### src/rtl/ecg_class_argmax.sv
// Serial argmax over N_CLS unsigned 32-bit class scores, one compare per cycle.
// A new strobe may be accepted on the final compare cycle, so there are no dead cycles between results.
module ecg_class_argmax #(
  parameter int N_CLS = 4,
  parameter int IDX_W = 2
) (
  input  logic                  clk,
  input  logic                  reset,
  input  logic                  in_valid,
  input  logic [32*N_CLS-1:0]   in_scores,
  output logic                  busy,
  output logic                  out_valid,
  output logic [IDX_W-1:0]      class_idx,
  output logic [31:0]           class_score,
  output logic                  drop
);

  typedef enum logic {IDLE, SCAN} state_t;

  state_t                   state;
  logic [N_CLS-1:0][31:0]   scores;
  logic [IDX_W-1:0]         ptr;
  logic [IDX_W-1:0]         best_idx;
  logic [31:0]              best_val;

  logic             last;
  logic             gt;
  logic             load;
  logic [IDX_W-1:0] nxt_idx;
  logic [31:0]      nxt_val;

  // Strict compare keeps the lowest index on ties.
  always_comb begin
    last    = (state == SCAN) && (ptr == IDX_W'(N_CLS-1));
    gt      = scores[ptr] > best_val;
    nxt_idx = gt ? ptr : best_idx;
    nxt_val = gt ? scores[ptr] : best_val;
    load    = in_valid && ((state == IDLE) || last);
  end

  always_ff @(posedge clk) begin
    if (reset) begin
      state       <= IDLE;
      scores      <= '0;
      ptr         <= '0;
      best_idx    <= '0;
      best_val    <= '0;
      busy        <= 1'b0;
      out_valid   <= 1'b0;
      class_idx   <= '0;
      class_score <= '0;
      drop        <= 1'b0;
    end else begin
      out_valid <= 1'b0;
      if (state == SCAN) begin
        best_idx <= nxt_idx;
        best_val <= nxt_val;
        ptr      <= ptr + IDX_W'(1);
        if (in_valid && !last)
          drop <= 1'b1;
        if (last) begin
          class_idx   <= nxt_idx;
          class_score <= nxt_val;
          out_valid   <= 1'b1;
          state       <= IDLE;
          busy        <= 1'b0;
          ptr         <= '0;
        end
      end
      // Accepting overrides the scan bookkeeping above, including on the final compare.
      if (load) begin
        scores   <= in_scores;
        best_val <= in_scores[31:0];
        best_idx <= '0;
        ptr      <= IDX_W'(1);
        state    <= SCAN;
        busy     <= 1'b1;
      end
    end
  end

endmodule

### config.mk
export PLATFORM = sky130hd
export DESIGN_NAME = ecg_class_argmax
export DESIGN_NICKNAME = d
export VERILOG_FILES = /design/src/rtl/ecg_class_argmax.sv
export SDC_FILE = /design/constraint.sdc
export NUM_CORES = 1
export LEC_CHECK = 0
export BUFFER_PORTS_ARGS = -buffer_cell sky130_fd_sc_hd__buf_2
export CORE_MARGIN = 2
export CORE_UTILIZATION = 55
export DETAILED_ROUTE_END_ITERATION = 12
export MAX_ROUTING_LAYER = met4
export PLACE_DENSITY = 0.82
export SYNTH_ARGS = -nofsm -noshare
export SYNTH_HDL_FRONTEND = slang
export SYNTH_SLANG_ARGS = --single-unit
### constraint.sdc
create_clock -name clk -period 8.3 [get_ports clk]
set_input_delay 0.415 -clock clk [delete_from_list [all_inputs] [get_ports clk]]
set_output_delay 0.415 -clock clk [all_outputs]
set_load 0.03 [all_outputs]
-- Word-level counts from Yosys, hierarchy flattened
Cells that the tools add are included.
- bits in read-only memories: 0
- word-level logic and storage cells: 47
- memories: 0
- bits of input ports: 131
- latch bits: 0
- bits in registers: 202
- output and inout port bits: 37
- RAM bits: 0
- $lt $le $gt $ge: 2
- $mul: 0
- reduce and logical (&&, ||, !) cells: 12
- divide/modulo/power cells: 0
- bitwise operators: 1
- eq/ne operators: 1
- mux-type cells: 16
- shift-type cells: 0
- add/sub/neg operators: 1
- operators with widths (cell ; number):
    2-to-1 mux 32 bit ; 4
    binary-select mux 32 bit (select 2 bit) ; 1
    greater-than comparator 32 bit ; 1
    2-to-1 mux 1 bit ; 9
    AND reduction 2 bit ; 3
    2-to-1 mux 2 bit ; 2
    nonzero test 2 bit ; 2
    OR reduction 2 bit ; 2
    logical AND 1 bit ; 3
    less-than comparator 2 x 3 -> 1 bit (second input constant) ; 1
    adder 2 x 1 -> 2 bit (second input constant) ; 1
    equality test 2 bit (second input constant) ; 1
    logical NOT 1 bit ; 1
    logical OR 1 bit ; 1
    inverter 1 bit ; 1

-- Longest topological paths before layout
- word-level depth: 6
- depth in mapped cells: 13
- depth with buffers taken out: 9

-- Worst setup path after synthesis
Ideal clock, no wire load.
- path kind: register to register
- from: register ptr[1]
- to: register class_idx[0]
- library setup time: 0.122 ns
- stages on the path, launching flop included: 12
- arrival: 3.149 ns
- buffers on the path: 3
- setup slack: 5.029 ns
- clock period less this slack: 3.271 ns
- data required time: 8.178 ns
- cells stage by stage: dfxtp_1 buf_2 buf_2 mux4_2 ha_1 a41oi_1 o21ai_0 o2bb2ai_1 o41a_1 or2_1 buf_6 o311a_1
- longest elaborated chain between the ends: 4
- elaborated cells on any way between the ends: 7
- classes of those cells: order compare (1); eq/ne (1); mux (3); reduce/logical (2)
- RTL lines (element ; RTL line ; source):
    from (decl) ; 22 ; logic [IDX_W-1:0] ptr;
    from (signal assigned) ; 58 ; ptr <= ptr + IDX_W'(1);
    binary-select mux 32 bit (select 2 bit) ; 35 ; gt = scores[ptr] > best_val;
    2-to-1 mux 32 bit (not written as such) ; 35 ;
    greater-than comparator 32 bit ; 35 ;
    2-to-1 mux 2 bit ; 36 ; nxt_idx = gt ? ptr : best_idx;
    to (signal assigned) ; 62 ; class_idx <= nxt_idx;
    to (decl) ; 13 ; output logic [IDX_W-1:0] class_idx,
Several ways; a longest one is shown, not always the timed one. The select of a mux whose other input is x is not followed.
A chain may end at the register's enable or synchronous reset.

-- Worst setup path in the final report
- from: register ptr[1]
- to: register best_val[8]
- longest elaborated chain between the ends: 6
- elaborated cells on any way between the ends: 11
- classes of those cells: order compare (1); eq/ne (1); mux (5); reduce/logical (4)
- RTL lines (element ; RTL line ; source):
    binary-select mux 32 bit (select 2 bit) ; 35, 37 ;
    2-to-1 mux 32 bit (not written as such) ; 35, 37 ;
    greater-than comparator 32 bit ; 35 ;
    2-to-1 mux 32 bit ; 37 ; nxt_val = gt ? scores[ptr] : best_val;
    2-to-1 mux 32 bit ; 55 ; if (state == SCAN) begin
    2-to-1 mux 32 bit ; 71 ; if (load) begin
    to (signal assigned) ; 57 ; best_val <= nxt_val;
    to (signal assigned) ; 73 ; best_val <= in_scores[31:0];
    to (decl) ; 24 ; logic [31:0] best_val;
Several ways; a longest one is shown, not always the timed one. The select of a mux whose other input is x is not followed.

==> impl_metrics.py <==
metrics = {
    "timing": {
        "worst_rel_slew_slack_pct": 16.11,
        "period_share_pct": 69.43,
        "hold-worst-slack_ns": 0.1456,
        "finClkSkew_ns": 0.01091,
        "finalCriticalPeriod_ns": 5.763,
        "postLayoutSetupSlackWorst_ns": 2.537,
        "grt_setup_unrepaired": "no",
        "report.final.setup_viol": 0,
        "timing.setup.tns_ns": 0,
        "max_freq_mhz": 173.5,
        "timing_max_transition_violations_final": 0,
        "timing_worst_slew_pin_value_ns": 1.258,
        "final_hold_viol_count": 0,
    },
    "power_and_ir_drop": {
        "design_power_total_mw": 2.570,
        "max-vdd-ir-drop_uv": 149.9,
        "cellLeakagePower_nw": 4.755,
        "powerDensity_nw_per_um2": 223.0,
    },
    "routing": {
        "routed_wl_um": 29460,
        "vias_per_cell": 6.323,
        "firstDrtPassIters": 5,
        "post_route_drc": 0,
        "initialDrtViolationCount": 1271,
        "num_vias": 9522,
        "detail_route.wl_per_cell_um": 19.56,
        "drtAntennaViolNets": 0,
    },
    "worst_setup_path": {
        "critical_path.startpoint_type": "flop",
        "crit_path_end_kind": "flop",
        "crit_start": "ptr[1]",
        "cp.required_ns": 8.64,
        "cp.arrival_ns": 6.10,
        "critical_path_class": "reg -> reg",
        "critical_path_peak_fanout": 68,
        "r2r-start": "ptr[1]",
    },
    "finish": {
        "final_design_area_no_fill_um2": 11530,
        "syn2layout_area_growth_pct": 15.06,
        "layout_commonest_cell": "sky130_fd_sc_hd__nand2_1",
        "num-nets-final": 1427,
        "layout.cells.non_filler": 1506,
        "antenna-diode-count": 0,
        "final_util_pct": 64.38,
        "final_cell_mix": "296 x sky130_fd_sc_hd__nand2_1, 201 x sky130_fd_sc_hd__dfxtp_1, 166 x sky130_fd_sc_hd__buf_2",
        "post_route_cells_drive_above_1_share_pct": 23.34,
    },
    "synthesis": {
        "synthesis.area_um2": 10020,
        "synth_cells": 1172,
        "synth.avg_cell_area_um2": 8.547,
        "mappedNetlistNets": 1336,
        "synth_cell_types": 38,
        "yosys_warnings": 0,
        "postSynthRegisterBits": 202,
        "seq_area_frac_synth_pct": 40.37,
    },
    "global_route": {
        "largest_net_degree_at_the_start_of_global_routing": 128,
        "global_route_wire_length_before_repair_um": 46750,
        "track_usage_pct": 30.21,
        "grt_util_met3_pct": 5.974,
        "grt.overflow.total": 0,
        "busiest_layer": "met1",
        "globalRouteMet2Util_pct": 41.48,
        "met1_usage_pct": 45.91,
        "grt_antenna_before_repair": 0,
        "vias_in_the_first_global_route": 8581,
    },
    "place": {
        "hpwlAfterDp_um": 19450,
        "detailedPlace.worstSlack_ns": 2.607,
        "placedInstanceArea_um2": 10810,
        "routabilityCongestion": 0.9452,
        "place.detailed.instances": 1469,
        "io_buffer_count": 167,
    },
    "clock_network": {
        "cts_buf_count": 21,
        "path_clk_slew_ns": 0.07,
        "clock_tree_from_tritoncts": "yes",
        "cts_post_setup_buffers_inserted": 0,
        "clock_latency_ns": 0.51,
        "cts_htree_levels": 1,
        "clockBufferDepth": 3,
        "ctsResizeCount": 0,
        "cts-root-buf": "sky130_fd_sc_hd__clkbuf_16",
        "clkSinkCount": 202,
        "cts.hold.buffers_added": 0,
    },
    "die": {
        "rows": 49,
        "io-pin-count": 168,
        "core_um2": 17900,
        "total_die_area_um2": 19310,
        "die_h_um": 139.0,
        "floorplan.initialDensity_pct": 55.95,
        "chipWidth_um": 139.0,
    },
    "flow_run": {
        "max_cap_viol_count": 0,
    },
    "min_path": {
        "timing.hold.worst.class": "in -> reg",
        "holdCritStartpoint": "in_scores[87]",
    },
    "outcome": {
        "status": "complete, no violations",
    },
}
## cell families after synthesis
| family | count (synthesis) | share of synthesized area [%] |
|---|---|---|
| compound gates | 353 | 25.51 |
| fa+ha+maj | 33 | 4.122 |
| buf+inv | 146 | 6.045 |
| flops | 202 | 40.37 |
| mux | 35 | 7.494 |
| simple gates | 403 | 16.46 |
## synthesized netlist by cell type, drive strengths merged
library cell,instances,share of area (%)
nor4,34,2.1
inv,34,1.3
a211oi,33,4.0
o311a,34,3.4
nor2,47,1.8
a2111oi,1,0.087
o21a,2,0.15
o211ai,1,0.12
a22oi,33,2.5
mux2i,3,0.30
a41oi,2,0.17
a32oi,1,0.087
buf,21,1.4
dfxtp,202,40
nand4,9,0.56
nor2b,3,0.19
nand3,4,0.20
clkbuf,91,3.4
a21boi,1,0.075
o21ai,37,1.8
and2,2,0.12
o221ai,32,3.4
or2,1,0.062
nor3,3,0.15
nand2b,2,0.12
o21bai,32,2.4
nand2,298,11
o2bb2ai,1,0.087
mux4,32,7.2
o41a,1,0.11
a21oi,142,7.1
ha,33,4.1
## worst max-delay path, cell delays in order (launching register included)
cell                       delay (ns)
sky130_fd_sc_hd__dfxtp_2         1.11
sky130_fd_sc_hd__mux4_2          0.68
sky130_fd_sc_hd__ha_1            0.35
sky130_fd_sc_hd__nand4_1         0.18
sky130_fd_sc_hd__nor4_1          0.64
sky130_fd_sc_hd__nor2b_1         0.21
sky130_fd_sc_hd__o41a_2          0.15
sky130_fd_sc_hd__buf_4           0.58
sky130_fd_sc_hd__or2_2           0.98
sky130_fd_sc_hd__buf_4           0.48
sky130_fd_sc_hd__o221ai_1        0.19
## power breakdown
group / switching [mW] / internal, mW / total, mW
sequential: 0.0646 / 1.03 / 1.10
combinational: 0.329 / 0.164 / 0.493
clock: 0.402 / 0.581 / 0.982
total: 0.795 / 1.78 / 2.57
## state kept, by name, indices dropped and copies added (netlist names)
register and count:
best_idx 2, out_valid 1, ptr 2, class_idx 2, scores 128, drop 1, best_val 32, busy 1
state 1, class_score 32
## per-layer routing
metal,part of all wire (%),vias to the layer above
li1,-,4399
met1,44,4477
met2,42,589
met3,12,57
met4,2.0,0
met5,0,-
## final timing paths
check                endpoint  slack, ns  depth (start not counted)
setup / recovery  best_val[8]       2.54                         10
hold / removal     scores[87]       0.15                          3
setup reg to reg  best_val[8]       2.54                         10
hold reg to reg          busy       0.46                          2
## cell type report
class,count,area [um^2]
fillers,1472,6376
multi-input cells,824,5410
flip-flops and latches,202,4045
repair buffers,180,939.7
clock buffers,28,611.8
well taps,229,286.5
inverters,34,127.6
clock inverters,9,105.1
(Power assumes the default switching activity.)
